<file path="src/rtl/dice_turn_controller_if.sv">
// Move handshake between the turn controller and the board logic.
// The controller drives the move command; the board answers with move_ready.
interface dice_turn_controller_if;
  logic       move_valid;
  logic       move_ready;
  logic [1:0] move_player;
  logic [2:0] move_steps;

  modport master (
    output move_valid,
    output move_player,
    output move_steps,
    input  move_ready
  );

  modport slave (
    input  move_valid,
    input  move_player,
    input  move_steps,
    output move_ready
  );
endinterface

</file>
<file path="src/rtl/dice_turn_controller.sv">
// Turn sequencing for a dice game: wait for an empty tray, accept one coloured
// roll or skip the player on timeout, then hand the move to the board logic.
module dice_turn_controller #(
  parameter int          NUM_PLAYERS    = 2,
  parameter logic [23:0] TIMEOUT_CYCLES = 24'd5_000_000,
  parameter logic [2:0]  RED_STEPS      = 3'd1,
  parameter logic [2:0]  GREEN_STEPS    = 3'd2,
  parameter logic [2:0]  BLUE_STEPS     = 3'd3
) (
  input  logic                   clk,
  input  logic                   reset,
  input  logic                   game_enable,
  input  logic [1:0]             stable_color,
  input  logic                   result_ready,
  input  logic                   current_state_white,
  dice_turn_controller_if.master mv,
  output logic [1:0]             cur_player,
  output logic                   waiting_white,
  output logic                   roll_timeout,
  output logic [7:0]             roll_count
);

  typedef enum logic [1:0] {
    S_IDLE       = 2'd0,
    S_WAIT_WHITE = 2'd1,
    S_WAIT_ROLL  = 2'd2,
    S_ISSUE      = 2'd3
  } state_t;

  localparam logic [1:0]  LAST_PLAYER = 2'(NUM_PLAYERS - 1);
  localparam logic [23:0] TMO_LAST    = TIMEOUT_CYCLES - 24'd1;

  state_t      state_q, state_d;
  logic        move_valid_q, move_valid_d;
  logic [1:0]  move_player_q, move_player_d;
  logic [2:0]  move_steps_q, move_steps_d;
  logic [1:0]  cur_player_q, cur_player_d;
  logic        waiting_white_q, waiting_white_d;
  logic        roll_timeout_q, roll_timeout_d;
  logic [7:0]  roll_count_q, roll_count_d;
  logic [23:0] tmo_cnt_q, tmo_cnt_d;

  function automatic logic [2:0] color_steps(input logic [1:0] color);
    logic [2:0] steps;
    case (color)
      2'b01:   steps = RED_STEPS;
      2'b10:   steps = GREEN_STEPS;
      2'b11:   steps = BLUE_STEPS;
      default: steps = 3'd0;
    endcase
    return steps;
  endfunction

  function automatic logic [1:0] next_player(input logic [1:0] p);
    logic [1:0] n;
    if (p == LAST_PLAYER) begin
      n = 2'd0;
    end else begin
      n = p + 2'd1;
    end
    return n;
  endfunction

  // Next-state and output computation; disable beats roll/timeout, roll beats timeout.
  always_comb begin
    state_d        = state_q;
    move_valid_d   = move_valid_q;
    move_player_d  = move_player_q;
    move_steps_d   = move_steps_q;
    cur_player_d   = cur_player_q;
    roll_timeout_d = 1'b0;
    roll_count_d   = roll_count_q;
    tmo_cnt_d      = tmo_cnt_q;

    case (state_q)
      S_IDLE: begin
        if (game_enable) begin
          state_d = S_WAIT_WHITE;
        end else begin
          state_d = S_IDLE;
        end
      end
      S_WAIT_WHITE: begin
        if (!game_enable) begin
          state_d = S_IDLE;
        end else if (current_state_white) begin
          state_d   = S_WAIT_ROLL;
          tmo_cnt_d = 24'd0;
        end else begin
          state_d = S_WAIT_WHITE;
        end
      end
      S_WAIT_ROLL: begin
        if (!game_enable) begin
          state_d = S_IDLE;
        end else if (result_ready && (stable_color != 2'b00)) begin
          move_valid_d  = 1'b1;
          move_player_d = cur_player_q;
          move_steps_d  = color_steps(stable_color);
          if (roll_count_q != 8'd255) begin
            roll_count_d = roll_count_q + 8'd1;
          end else begin
            roll_count_d = roll_count_q;
          end
          state_d = S_ISSUE;
        end else if (tmo_cnt_q == TMO_LAST) begin
          roll_timeout_d = 1'b1;
          cur_player_d   = next_player(cur_player_q);
          state_d        = S_WAIT_WHITE;
        end else begin
          tmo_cnt_d = tmo_cnt_q + 24'd1;
        end
      end
      S_ISSUE: begin
        // A pending move is never withdrawn; disable only takes effect after transfer.
        if (move_valid_q && mv.move_ready) begin
          move_valid_d = 1'b0;
          cur_player_d = next_player(cur_player_q);
          if (game_enable) begin
            state_d = S_WAIT_WHITE;
          end else begin
            state_d = S_IDLE;
          end
        end else begin
          state_d = S_ISSUE;
        end
      end
      default: begin
        state_d      = S_IDLE;
        move_valid_d = 1'b0;
      end
    endcase

    waiting_white_d = (state_d == S_WAIT_WHITE);
  end

  // State and output registers with asynchronous active-low reset.
  always_ff @(posedge clk or negedge reset) begin
    if (!reset) begin
      state_q         <= S_IDLE;
      move_valid_q    <= 1'b0;
      move_player_q   <= 2'd0;
      move_steps_q    <= 3'd0;
      cur_player_q    <= 2'd0;
      waiting_white_q <= 1'b0;
      roll_timeout_q  <= 1'b0;
      roll_count_q    <= 8'd0;
      tmo_cnt_q       <= 24'd0;
    end else begin
      state_q         <= state_d;
      move_valid_q    <= move_valid_d;
      move_player_q   <= move_player_d;
      move_steps_q    <= move_steps_d;
      cur_player_q    <= cur_player_d;
      waiting_white_q <= waiting_white_d;
      roll_timeout_q  <= roll_timeout_d;
      roll_count_q    <= roll_count_d;
      tmo_cnt_q       <= tmo_cnt_d;
    end
  end

  assign mv.move_valid  = move_valid_q;
  assign mv.move_player = move_player_q;
  assign mv.move_steps  = move_steps_q;
  assign cur_player     = cur_player_q;
  assign waiting_white  = waiting_white_q;
  assign roll_timeout   = roll_timeout_q;
  assign roll_count     = roll_count_q;

endmodule

</file>
<file path="src/flat_wrapper.sv">
// flat-port wrapper written by rule: the top's interface ports become plain ports
module dice_turn_controller_flat 
#(
  parameter int          NUM_PLAYERS    = 2,
  parameter logic [23:0] TIMEOUT_CYCLES = 24'd5_000_000,
  parameter logic [2:0]  RED_STEPS      = 3'd1,
  parameter logic [2:0]  GREEN_STEPS    = 3'd2,
  parameter logic [2:0]  BLUE_STEPS     = 3'd3
)
  (clk, reset, game_enable, stable_color, result_ready, current_state_white, cur_player, waiting_white, roll_timeout, roll_count, mv_move_valid, mv_move_player, mv_move_steps, mv_move_ready);
  dice_turn_controller_if mv_i ();
  input  logic clk;
  input  logic reset;
  input  logic game_enable;
  input  logic [1:0] stable_color;
  input  logic result_ready;
  input  logic current_state_white;
  output logic [1:0] cur_player;
  output logic waiting_white;
  output logic roll_timeout;
  output logic [7:0] roll_count;
  output wire logic [$bits(mv_i.move_valid)-1:0] mv_move_valid;
  output wire logic [$bits(mv_i.move_player)-1:0] mv_move_player;
  output wire logic [$bits(mv_i.move_steps)-1:0] mv_move_steps;
  input wire logic [$bits(mv_i.move_ready)-1:0] mv_move_ready;
  assign mv_move_valid = mv_i.move_valid;
  assign mv_move_player = mv_i.move_player;
  assign mv_move_steps = mv_i.move_steps;
  assign mv_i.move_ready = mv_move_ready;
  dice_turn_controller #(.NUM_PLAYERS(NUM_PLAYERS), .TIMEOUT_CYCLES(TIMEOUT_CYCLES), .RED_STEPS(RED_STEPS), .GREEN_STEPS(GREEN_STEPS), .BLUE_STEPS(BLUE_STEPS)) u_core (.clk(clk), .reset(reset), .game_enable(game_enable), .stable_color(stable_color), .result_ready(result_ready), .current_state_white(current_state_white), .mv(mv_i), .cur_player(cur_player), .waiting_white(waiting_white), .roll_timeout(roll_timeout), .roll_count(roll_count));
endmodule
</file>
<file path="config.mk">
export PLATFORM = sky130hd
export DESIGN_NAME = dice_turn_controller_flat
export DESIGN_NICKNAME = d
export VERILOG_FILES = /design/src/rtl/dice_turn_controller_if.sv /design/src/rtl/dice_turn_controller.sv /design/src/flat_wrapper.sv
export SDC_FILE = /design/constraint.sdc
export NUM_CORES = 1
export LEC_CHECK = 0
export CAP_MARGIN = 25
export CORE_ASPECT_RATIO = 0.5
export CORE_MARGIN = 10
export CORE_UTILIZATION = 55
export CTS_CLUSTER_SIZE = 28
export DETAILED_ROUTE_END_ITERATION = 8
export PLACE_DENSITY = 0.82
export SKIP_LAST_GASP = 1
export SYNTH_ARGS = -nofsm -noshare
export SYNTH_HDL_FRONTEND = slang
export SYNTH_SLANG_ARGS = --single-unit
</file>
<file path="constraint.sdc">
create_clock -name clk -period 5.3 [get_ports clk]
set_clock_uncertainty 0.2 [all_clocks]
set_input_delay 0.53 -clock clk [delete_from_list [all_inputs] [get_ports clk]]
set_output_delay 0.53 -clock clk [all_outputs]
set_load 0.05 [all_outputs]
</file>
==> results by group <==
Yosys
  – #FFs+latches synth: 43
  – Top post-synthesis cells by area: dfrtp_1, xnor2_1, xor2_1, nand2_1, nor2_1
  – Count of different cell masters after synthesis: 52
  – Mean post-synth cell area: 10.4 um^2
  – Post-synthesis sequential area ratio: 47.8%
  – Yosys top cell area share: 47.8%
  – EDFF count, synth: 0
  – Yosys synthesis warning count: 0
  – Synth Instances: 217
  – Main synth FF type: dfrtp_1
  – Synthesized area: 2250 um^2
  – Synthesized Nets: 227
  – Synth async-reset ratio: 100%
  – Top cell type by total area after synthesis: dfrtp_1

Final layout
  – Area grow syn2layout: 17.5%
  – Share of cells above drive strength 1: 12.7%
  – Commonest non-fill, non-tap cell in the layout: dfrtp_1
  – Area of the multi-input gates: 1120 um^2
  – Fin cells: slightly below 300
  – Storage cell area: 1080 um^2
  – Commonest cells after routing, fill and taps aside: dfrtp_1, nand2_1, nor2_1
  – # nets final: roughly 250
  – Fill cells: 298
  – Antenna diodes: 0

GRT
  – Global-route usage over all layers: 13.5%
  – Initial antenna violation count: 0
  – Largest net degree at the start of global routing: 44
  – Grt total ovfl: 0
  – Global-route wire length before repair: slightly above 8 mm
  – Vias in the first global route: 1,694

Timing
  – Shortest period the worst path allows: between 2000 and 3000 ps
  – Setup Viol. Count Final: 0
  – Setup_tns: 0 ps
  – Worst relative slew slack: 48.9%
  – Slew @ Worst Pin: 767 ps
  – RSZ-0062 raised after global routing: no
  – Fmax: 0.341 GHz
  – Slew Viols, Final: 0
  – Worst hold slack: 301 ps
  – Final Hold Fails: 0
  – Final worst path period share: about 55%

Route
  – WL final: 4.89 mm
  – Antenna-violating nets left: 0
  – Initial DRC Count: 91
  – Vias: around 1,700
  – # DRC: 0
  – DR WL/cell: between 15 and 20 um
  – DR vias/cell: about 6
  – Pre-antenna DRT Iters: 4

Setup path
  – Setup Crit Path Kind: in -> reg
  – Max incr delay on CP: between 700 and 800 ps
  – CP cell instances: clkdlybuf4s50_1, and4b_1, a21oi_2, nor4_4, a31oi_1, a41o_1
  – CP max stage cell: and4b_1
  – CP max FO: 21
  – Worst Path Required: 5290 ps
  – Crit end category: flop
  – Startpoint Class: primary input
  – Worst EP arrival: 2920 ps

Status
  – Status: finished, final reports clean

Clock tree
  – Max clock buf depth: 2
  – H-Tree Level Count: 2
  – # clock sinks: 43
  – CTS clk-pin slew, worst paths: ~80 ps
  – Worst skew pair latency: 300 ps
  – TritonCTS clock tree: built
  – CTS Buf Count: 5
  – Root buf cell: clkbuf_8

Power and ir drop
  – Clock power share: 25.4%
  – Lkg Pwr: ~1.2 nW
  – Power per cell area: 340 nW/um^2
  – P_int: 0.000577 W
  – Switch share: 35.9%
  – Maximum VDD drop: 0.293 mV
  – Net Sw Power: roughly 0.00032 W
  – Share of total power in sequential cells: 45.5%
  – Combinational power share: 29.1%

Place
  – Routability cong.: 0.818
  – DP HPWL: 3.52 mm
  – Buffers added on ports: 24
  – DP Cell Count: 288

Job
  – MaxCap Viol Count: 0

Floorplan
  – Core area: just under 4000 um^2
  – Starting Density: 57.4%
  – DIE HEIGHT: 65.3 um
  – Die Area: about 7200 um^2
  – I/O pin total: 26
  – Row cnt: 16
  – Die width: 111 um

Worst hold path
  – Hold/Removal Path Class: reg -> reg
[flip-flops by register name, summed over array words and instances, names as in the netlist]
name and flops:
u_core.roll_timeout 1, u_core.mv.move_valid 1, u_core.mv.move_player 2, u_core.state_q 2, u_core.tmo_cnt_q 24, u_core.cur_player 2, u_core.waiting_white 1, u_core.mv.move_steps 2
u_core.roll_count 8
[synthesized netlist by cell type (3+ instances only)]
cell     count
dfrtp_1     43
nand2_1     24
nor2_1      24
nand3_1     11
xnor2_1     11
xor2_1      11
nand4_1     10
nor3_1       6
mux2_2       5
o21ai_0      5
a31oi_1      4
inv_1        4
mux2i_1      4
buf_2        3
nor4_2       3
[worst max-delay path: cells and delay by family]
family / cells / cell delay, ps
compound gates: 3 / 560
buf+inv: 1 / 610
simple gates: 2 / 1210
[per-layer routing]
metal	GRT usage [%]	up-vias	part of all wire [%]
met5	0	-	0
met4	4.68	0	1.2
met3	4.98	7	6.3
met2	22.1	42	48
met1	16.2	853	45
li1	-	836	-
[area by class of cell]
cell class,instances,share of cell area (%)
Timing Repair Buffer,26,10.0
Inverter,4,0.567
Multi-Input combinational cell,163,42.5
Sequential cell,43,40.6
Clock buffer,8,3.78
Tap cell,54,2.55
[repair_timing]
action	CTS	global route
hold buffers	0	1
resized for setup	0	0
buffers inserted	0	0
hold endpoints to repair	0	10
[cell families (layout without fill, tap and decap cells)]
kind of cell	after synthesis	count (layout)	synth area share, %
simple gates	101	101	26.2
flops	43	43	47.8
compound gates	28	28	9.66
xor+xnor	22	22	8.55
buf+inv	11	38	2.33
mux	9	9	4.28
fa+ha+maj	2	2	1.11
other cells	1	1	0.166
[path summary, 6_finish.rpt]
path                                            from                   end  slack [ps]  cells after the start
worst max-delay path                     game_enable  u_core.tmo_cnt_q[19]        2370                      6
worst min-delay path            u_core.roll_count[7]  u_core.roll_count[7]         300                      1
worst max register to register     u_core.state_q[1]  u_core.tmo_cnt_q[19]        2680                      5
worst min register to register  u_core.roll_count[7]  u_core.roll_count[7]         300                      1
max in group asynchronous                      reset  u_core.tmo_cnt_q[17]        3990                      3
min in group asynchronous                      reset  u_core.roll_count[6]         450                      2
[power by group through the flow]
stage / clock [W] / combinational, W / sequential, W
2_1_floorplan: 0 / 0.0000861 / 0.000499
3_3_place_gp: 0 / 0.000253 / 0.000412
3_5_place_dp: 0 / 0.000263 / 0.000416
4_1_cts: 0.000231 / 0.000264 / 0.000410
5_1_grt: 0.000245 / 0.000281 / 0.000418
6_report: 0.000229 / 0.000262 / 0.000410
[through the flow]
stage	cell area (um^2)	setup WS (ps)	utilization (%)	power [W]
final	2650	2370	67.5	0.000901
after global routing	2650	2230	67.5	0.000944
after global placement	2520	2170	64.2	0.000665
after CTS	2620	2380	66.7	0.000905
after detailed placement	2520	2080	64.2	0.000679
after floorplan	2250	3150	-	0.000585
No activity file was read; power rests on OpenSTA's default activity.
